--- src/rtl/led4_seq_ctrl.sv ---
`default_nettype none
// ============================================================================
// Module      : led4_seq_ctrl
// Description : Four-LED one-hot sequencer with a command port. Commands set
//               the step period, the sequence mode (rotate-up, rotate-down,
//               ping-pong) and start/stop the sequence. Every accepted command
//               passes through a one-cycle APPLY state before the sequencer
//               resumes in RUN or STOP.
// Revision    : 1.0 - initial release
// ============================================================================
module led4_seq_ctrl #(
  parameter int PW = 16
) (
  input  logic          clock,
  input  logic          reset_n,
  input  logic          cmd_valid,
  output logic          cmd_ready,
  input  logic [1:0]    cmd_op,
  input  logic [PW-1:0] cmd_data,
  output logic [3:0]    diode,
  output logic          step,
  output logic          running
);

  typedef enum logic [1:0] {
    ST_STOP  = 2'd0,
    ST_RUN   = 2'd1,
    ST_APPLY = 2'd2
  } state_t;

  localparam logic [1:0] c_OP_STOP    = 2'b00;
  localparam logic [1:0] c_OP_RUN     = 2'b01;
  localparam logic [1:0] c_OP_SETPER  = 2'b10;
  localparam logic [1:0] c_OP_SETMODE = 2'b11;

  localparam logic [1:0] c_MODE_UP   = 2'b00;
  localparam logic [1:0] c_MODE_DOWN = 2'b01;
  localparam logic [1:0] c_MODE_PP   = 2'b10;
  localparam logic [1:0] c_MODE_RSVD = 2'b11;

  localparam logic [PW-1:0] c_PERIOD_RST = PW'(4);

  state_t        r_state;
  logic          r_run;
  logic [PW-1:0] r_period;
  logic [1:0]    r_mode;
  logic          r_dir;
  logic [PW-1:0] r_count;

  logic          w_accept;
  logic [PW-1:0] w_last_count;
  logic          w_adv;
  logic          w_onehot;
  logic [3:0]    w_next_diode;
  logic          w_next_dir;
  logic [3:0]    w_diode_after;

  assign w_accept      = cmd_valid & cmd_ready;
  // Period 0 behaves as period 1, so the terminal count is 0 in both cases.
  assign w_last_count  = (r_period == '0) ? '0 : (r_period - PW'(1));
  assign w_adv         = (r_state == ST_RUN) && (r_count == w_last_count);
  assign w_diode_after = w_adv ? w_next_diode : diode;

  // Next LED pattern and ping-pong direction for the coming step.
  always_comb begin
    w_onehot     = (diode == 4'b0001) || (diode == 4'b0010) ||
                   (diode == 4'b0100) || (diode == 4'b1000);
    w_next_diode = 4'b0001;
    w_next_dir   = r_dir;
    if (w_onehot) begin
      case (r_mode)
        c_MODE_UP:   w_next_diode = {diode[2:0], diode[3]};
        c_MODE_DOWN: w_next_diode = {diode[0], diode[3:1]};
        c_MODE_PP:   w_next_diode = r_dir ? {diode[2:0], 1'b0} : {1'b0, diode[3:1]};
        default:     w_next_diode = diode;
      endcase
    end
    if (r_mode == c_MODE_PP) begin
      if (w_next_diode == 4'b1000)
        w_next_dir = 1'b0;
      else if (w_next_diode == 4'b0001)
        w_next_dir = 1'b1;
    end
  end

  // Control FSM, prescaler, LED pattern and command register updates.
  always_ff @(posedge clock or negedge reset_n) begin
    if (!reset_n) begin
      r_state   <= ST_STOP;
      r_run     <= 1'b0;
      r_period  <= c_PERIOD_RST;
      r_mode    <= c_MODE_UP;
      r_dir     <= 1'b1;
      r_count   <= '0;
      diode     <= 4'b0001;
      step      <= 1'b0;
      running   <= 1'b0;
      cmd_ready <= 1'b1;
    end else begin
      step <= 1'b0;
      case (r_state)
        ST_STOP: begin
          r_count <= '0;
          if (w_accept) begin
            r_state   <= ST_APPLY;
            cmd_ready <= 1'b0;
          end
        end
        ST_RUN: begin
          if (w_adv) begin
            r_count <= '0;
            step    <= 1'b1;
            diode   <= w_next_diode;
            r_dir   <= w_next_dir;
          end else begin
            r_count <= r_count + PW'(1);
          end
          if (w_accept) begin
            r_state   <= ST_APPLY;
            cmd_ready <= 1'b0;
            running   <= 1'b0;
          end
        end
        ST_APPLY: begin
          r_count   <= '0;
          cmd_ready <= 1'b1;
          if (r_run) begin
            r_state <= ST_RUN;
            running <= 1'b1;
          end else begin
            r_state <= ST_STOP;
            running <= 1'b0;
          end
        end
        default: begin
          r_state   <= ST_STOP;
          r_count   <= '0;
          cmd_ready <= 1'b1;
          running   <= 1'b0;
        end
      endcase

      // Command side effects land on the accepting edge; a mode change into
      // ping-pong seeds the direction from the pattern shown after this edge.
      if (w_accept) begin
        case (cmd_op)
          c_OP_STOP:   r_run    <= 1'b0;
          c_OP_RUN:    r_run    <= 1'b1;
          c_OP_SETPER: r_period <= cmd_data;
          c_OP_SETMODE: begin
            if (cmd_data[1:0] != c_MODE_RSVD) begin
              r_mode <= cmd_data[1:0];
              if ((cmd_data[1:0] == c_MODE_PP) && (r_mode != c_MODE_PP))
                r_dir <= (w_diode_after != 4'b1000);
            end
          end
          default: ;
        endcase
      end
    end
  end

endmodule
`default_nettype wire

--- config.mk ---
export PLATFORM = sky130hd
export DESIGN_NAME = led4_seq_ctrl
export DESIGN_NICKNAME = d
export VERILOG_FILES = /design/src/rtl/led4_seq_ctrl.sv
export SDC_FILE = /design/constraint.sdc
export NUM_CORES = 1
export LEC_CHECK = 0
export CAP_MARGIN = 20
export CORE_MARGIN = 2
export CORE_UTILIZATION = 35
export CTS_CLUSTER_SIZE = 28
export DETAILED_ROUTE_END_ITERATION = 16
export MAX_ROUTING_LAYER = met4
export PLACE_DENSITY = 0.49
export SLEW_MARGIN = 25
export SYNTH_ARGS = -nofsm -noshare
export SYNTH_HDL_FRONTEND = slang
export SYNTH_SLANG_ARGS = --single-unit
--- constraint.sdc ---
create_clock -name clock -period 3.8 [get_ports clock]
set_input_delay 0.76 -clock clock [delete_from_list [all_inputs] [get_ports clock]]
set_output_delay 0.76 -clock clock [all_outputs]
set_load 0.1 [all_outputs]
==> impl_results.md <==
- Clk slew on worst S/H paths: 0.09 ns
- CP arrival: 3.73 ns
- Asr flop ratio synth: 100%
- Post-CTS Setup Bufs: 0
- Critical-path maximum fanout: 10
- Root buffer cell: clkbuf_8
- Die height: 96.0 µm
- Largest family of logic cells by synthesized area: simple AND/OR/NAND/NOR gates
- Drt pass-1 iters: 4
- Final setup vio count: 0
- Setup ws final: 0.257 ns
- DIE WIDTH: 96.0 µm
- Syn_area_per_cell: 9.36 µm²
- Slew @ Worst Pin: 0.972 ns
- Yosys cell types: 64
- PD cells: 234 nW/µm²
- Nets: 369
- Mapped cell area: 2960 µm²
- CP cell instances: inv_1 > ha_1 > or3b_1 > o41ai_1 > o21ai_1 > xor2_1 > nor3_1 > or4b_4 > nor4_4 > mux2_4
- Grt ovf: 0
- TritonCTS clock tree: yes
- Max Cap Viol: 0
- DR WL/cell: 14.7 µm
- Most numerous cell in the Yosys netlist: nor2_1
- Post-Syn Nets: 339
- WHS: 0.438 ns
- Drt drc: 0
- Area Growth Syn to Fin: 16.7%
- Full die area: 9210 µm²
- Adder-cell area share of the yosys netlist: 0.846%
- Yosys top cell area share: 34.7%
- Buffers on Ports: 27
- H-tree depth: 2
- First-pass GRT wire length: 11200 µm
- Post-synth EDFFs: 0
- FILL cells: 826
- Tcrit/Tclk final: 93.2%
- Final wirelength: 6630 µm
- Sink Count: 45
- # rows: 33
- Skew final: 0.00935 ns
- Cell count of the worst reg-to-reg path: 10
- Post_cts resized: 0
- Main area contributors after synthesis: dfrtp_1, mux2_2, nor2_1
- Flops & latches, synth: 45
- Starting Density: 36.0%
- Number of buffers created by CTS: 5
- Share of layout cells above drive strength 1: 15.9%
- Vias in the first global route: 2198
- RePlAce Congestion: 0.863
- Setup repair after global routing missed its margin: no
- CP endpoint kind: flop
- Synth cell count leaders: nor2_1, dfrtp_1, nand2_1, mux2_2
- Slowest cell delay on critical path: 0.54 ns
- Status: complete, no violations
- Critical-path top delay cell: or4b_4
- Setup TNS: 0 ns
- Slew HR: 35.0%
- Crit path max-delay family: simple AND/OR/NAND/NOR gates
- Post-synthesis compound-gate area fraction: 12.8%
- Placement Cell Area: 3370 µm²
- Synth warn: 0
- Ys flop type: dfrtp_1
- # diodes: 0
- Simple-Gate Fraction of Synth Area: 26.0%
- Pins over their slew limit: 0
- Final Hold Fails: 0
- Max Fclk: 0.282 GHz
- Crit path depth: 10
- Insertion delay to the later sink of the worst-skew pair: 0.30 ns
- Buffer and inverter count on the worst path: 1
- Vias per cell: 5.28
- Post-CTS Hold Fix Bufs: 0
- Final Cell Area: 3450 µm²
- Worst slack, placed: 0.304 ns
- Startpoint Class: flop
- Pin count of the biggest net entering global routing: 46
- Register area share after synthesis: 38.2%
- Post-DP HPWL: 4980 µm
- Post-Syn Instances: 316
- GR Util All Layers: 16.1%
- Core ar.: 8220 µm²
- Initial antenna violation count: 0
- I/O pin cnt: 28
- Area leader, netlist: dfrtp_1
- Crit Path Category: reg -> reg
- Maximum VDD drop: 127 µV
- Worst Path Required: 3.98 ns
- HP Class: in -> async
- Post-route antenna net violation count: 0
- Tmin final: 3.54 ns
- Fin util: 42.0%
- Vias after detailed routing: 2388
- Xor and xnor area share after synthesis: 7.70%
- DRT iter0 DRCs: 111
- Clk buf depth: 2
- Post-synthesis mux area share: 11.0%
- Leak Pwr: 1.53 nW
-- power by group --
part / internal (mW) / total [mW] / leakage, nW / switching, mW
clock: 0.130 / 0.299 / 0.0374 / 0.169
sequential: 0.479 / 0.479 / 0.599 / 0
combinational: 0.0180 / 0.0308 / 0.896 / 0.0128
total: 0.626 / 0.808 / 1.53 / 0.182
-- layer usage --
layer  global-route usage (%)  routed length (µm)
met2                     23.0                2840
met4                     4.05                  80
met5                        -                   0
met1                     23.8                3470
met3                     2.66                 240
-- metrics by stage --
stage | total power [mW] | std cells
after detailed placement | 0.520 | 444
after floorplan | 0.489 | 316
after CTS | 0.824 | 452
after global placement | 0.520 | 444
after global routing | 0.848 | 452
final | 0.808 | 452
-- cell type report --
cell class | instances | area, µm² | area share, %
clock buffers | 6 | 72.6 | 2.10
clock inverters | 2 | 15.0 | 0.435
inverters | 11 | 41.3 | 1.20
multi-input cells | 247 | 1730 | 50.0
flip-flops and latches | 45 | 1130 | 32.7
well taps | 105 | 131 | 3.80
repair buffers | 36 | 335 | 9.71
-- placed cells by master, fill, tap and decap left out, types with 4 or more instances in the layout --
master,synthesis,routed
nand2_1,20,20
inv_1,11,11
nor3_1,7,7
or4_1,4,4
o31ai_1,4,4
and3_1,8,8
nand3_1,14,14
mux2i_1,6,6
clkbuf_8,0,5
o21ai_0,8,8
xor2_1,12,12
mux2_2,18,18
nor2_1,42,42
dfstp_2,4,4
a21oi_1,10,10
nand4_1,7,7
xnor2_1,14,14
nand2b_1,7,7
clkdlybuf4s50_1,0,26
dfrtp_1,41,41
buf_4,0,10
-- worst reg2reg max path, stage by stage (launching register included) --
cell and delay (ns):
dfrtp_1 0.48, inv_1 0.09, ha_1 0.32, or3b_1 0.44
o41ai_1 0.27, o21ai_1 0.13, xor2_1 0.15, nor3_1 0.19
or4b_4 0.54, nor4_4 0.47, mux2_4 0.33
-- path summary, 6_finish.rpt --
kind                                   from            to  slack [ns]
worst min register to register   r_state[0]    r_state[0]        0.53
max in group asynchronous           reset_n  r_period[13]        2.95
worst max-delay path            r_period[0]      diode[2]        0.26
worst min-delay path                reset_n   r_count[13]        0.44
worst max register to register  r_period[0]      diode[2]        0.26
min in group clock               r_state[0]    r_state[0]        0.53
-- logic make-up (layout without fill, tap and decap cells) --
group / Yosys count / after routing
muxes: 28 / 28
DFF: 45 / 45
xor gates and xnor gates: 26 / 26
buffers and inverters: 24 / 55
AOI/OAI and AO/OA: 54 / 54
and+or+nand+nor: 137 / 137
adders and majority gates: 2 / 2
-- registers in the layout (all words and copies together), names as in the netlist --
name and flops:
cmd_ready 1, running 1, r_state 2, diode 4, r_count 16, r_dir 1
r_run 1, step 1, r_mode 2, r_period 16
No activity file was read; power rests on OpenSTA's default activity.
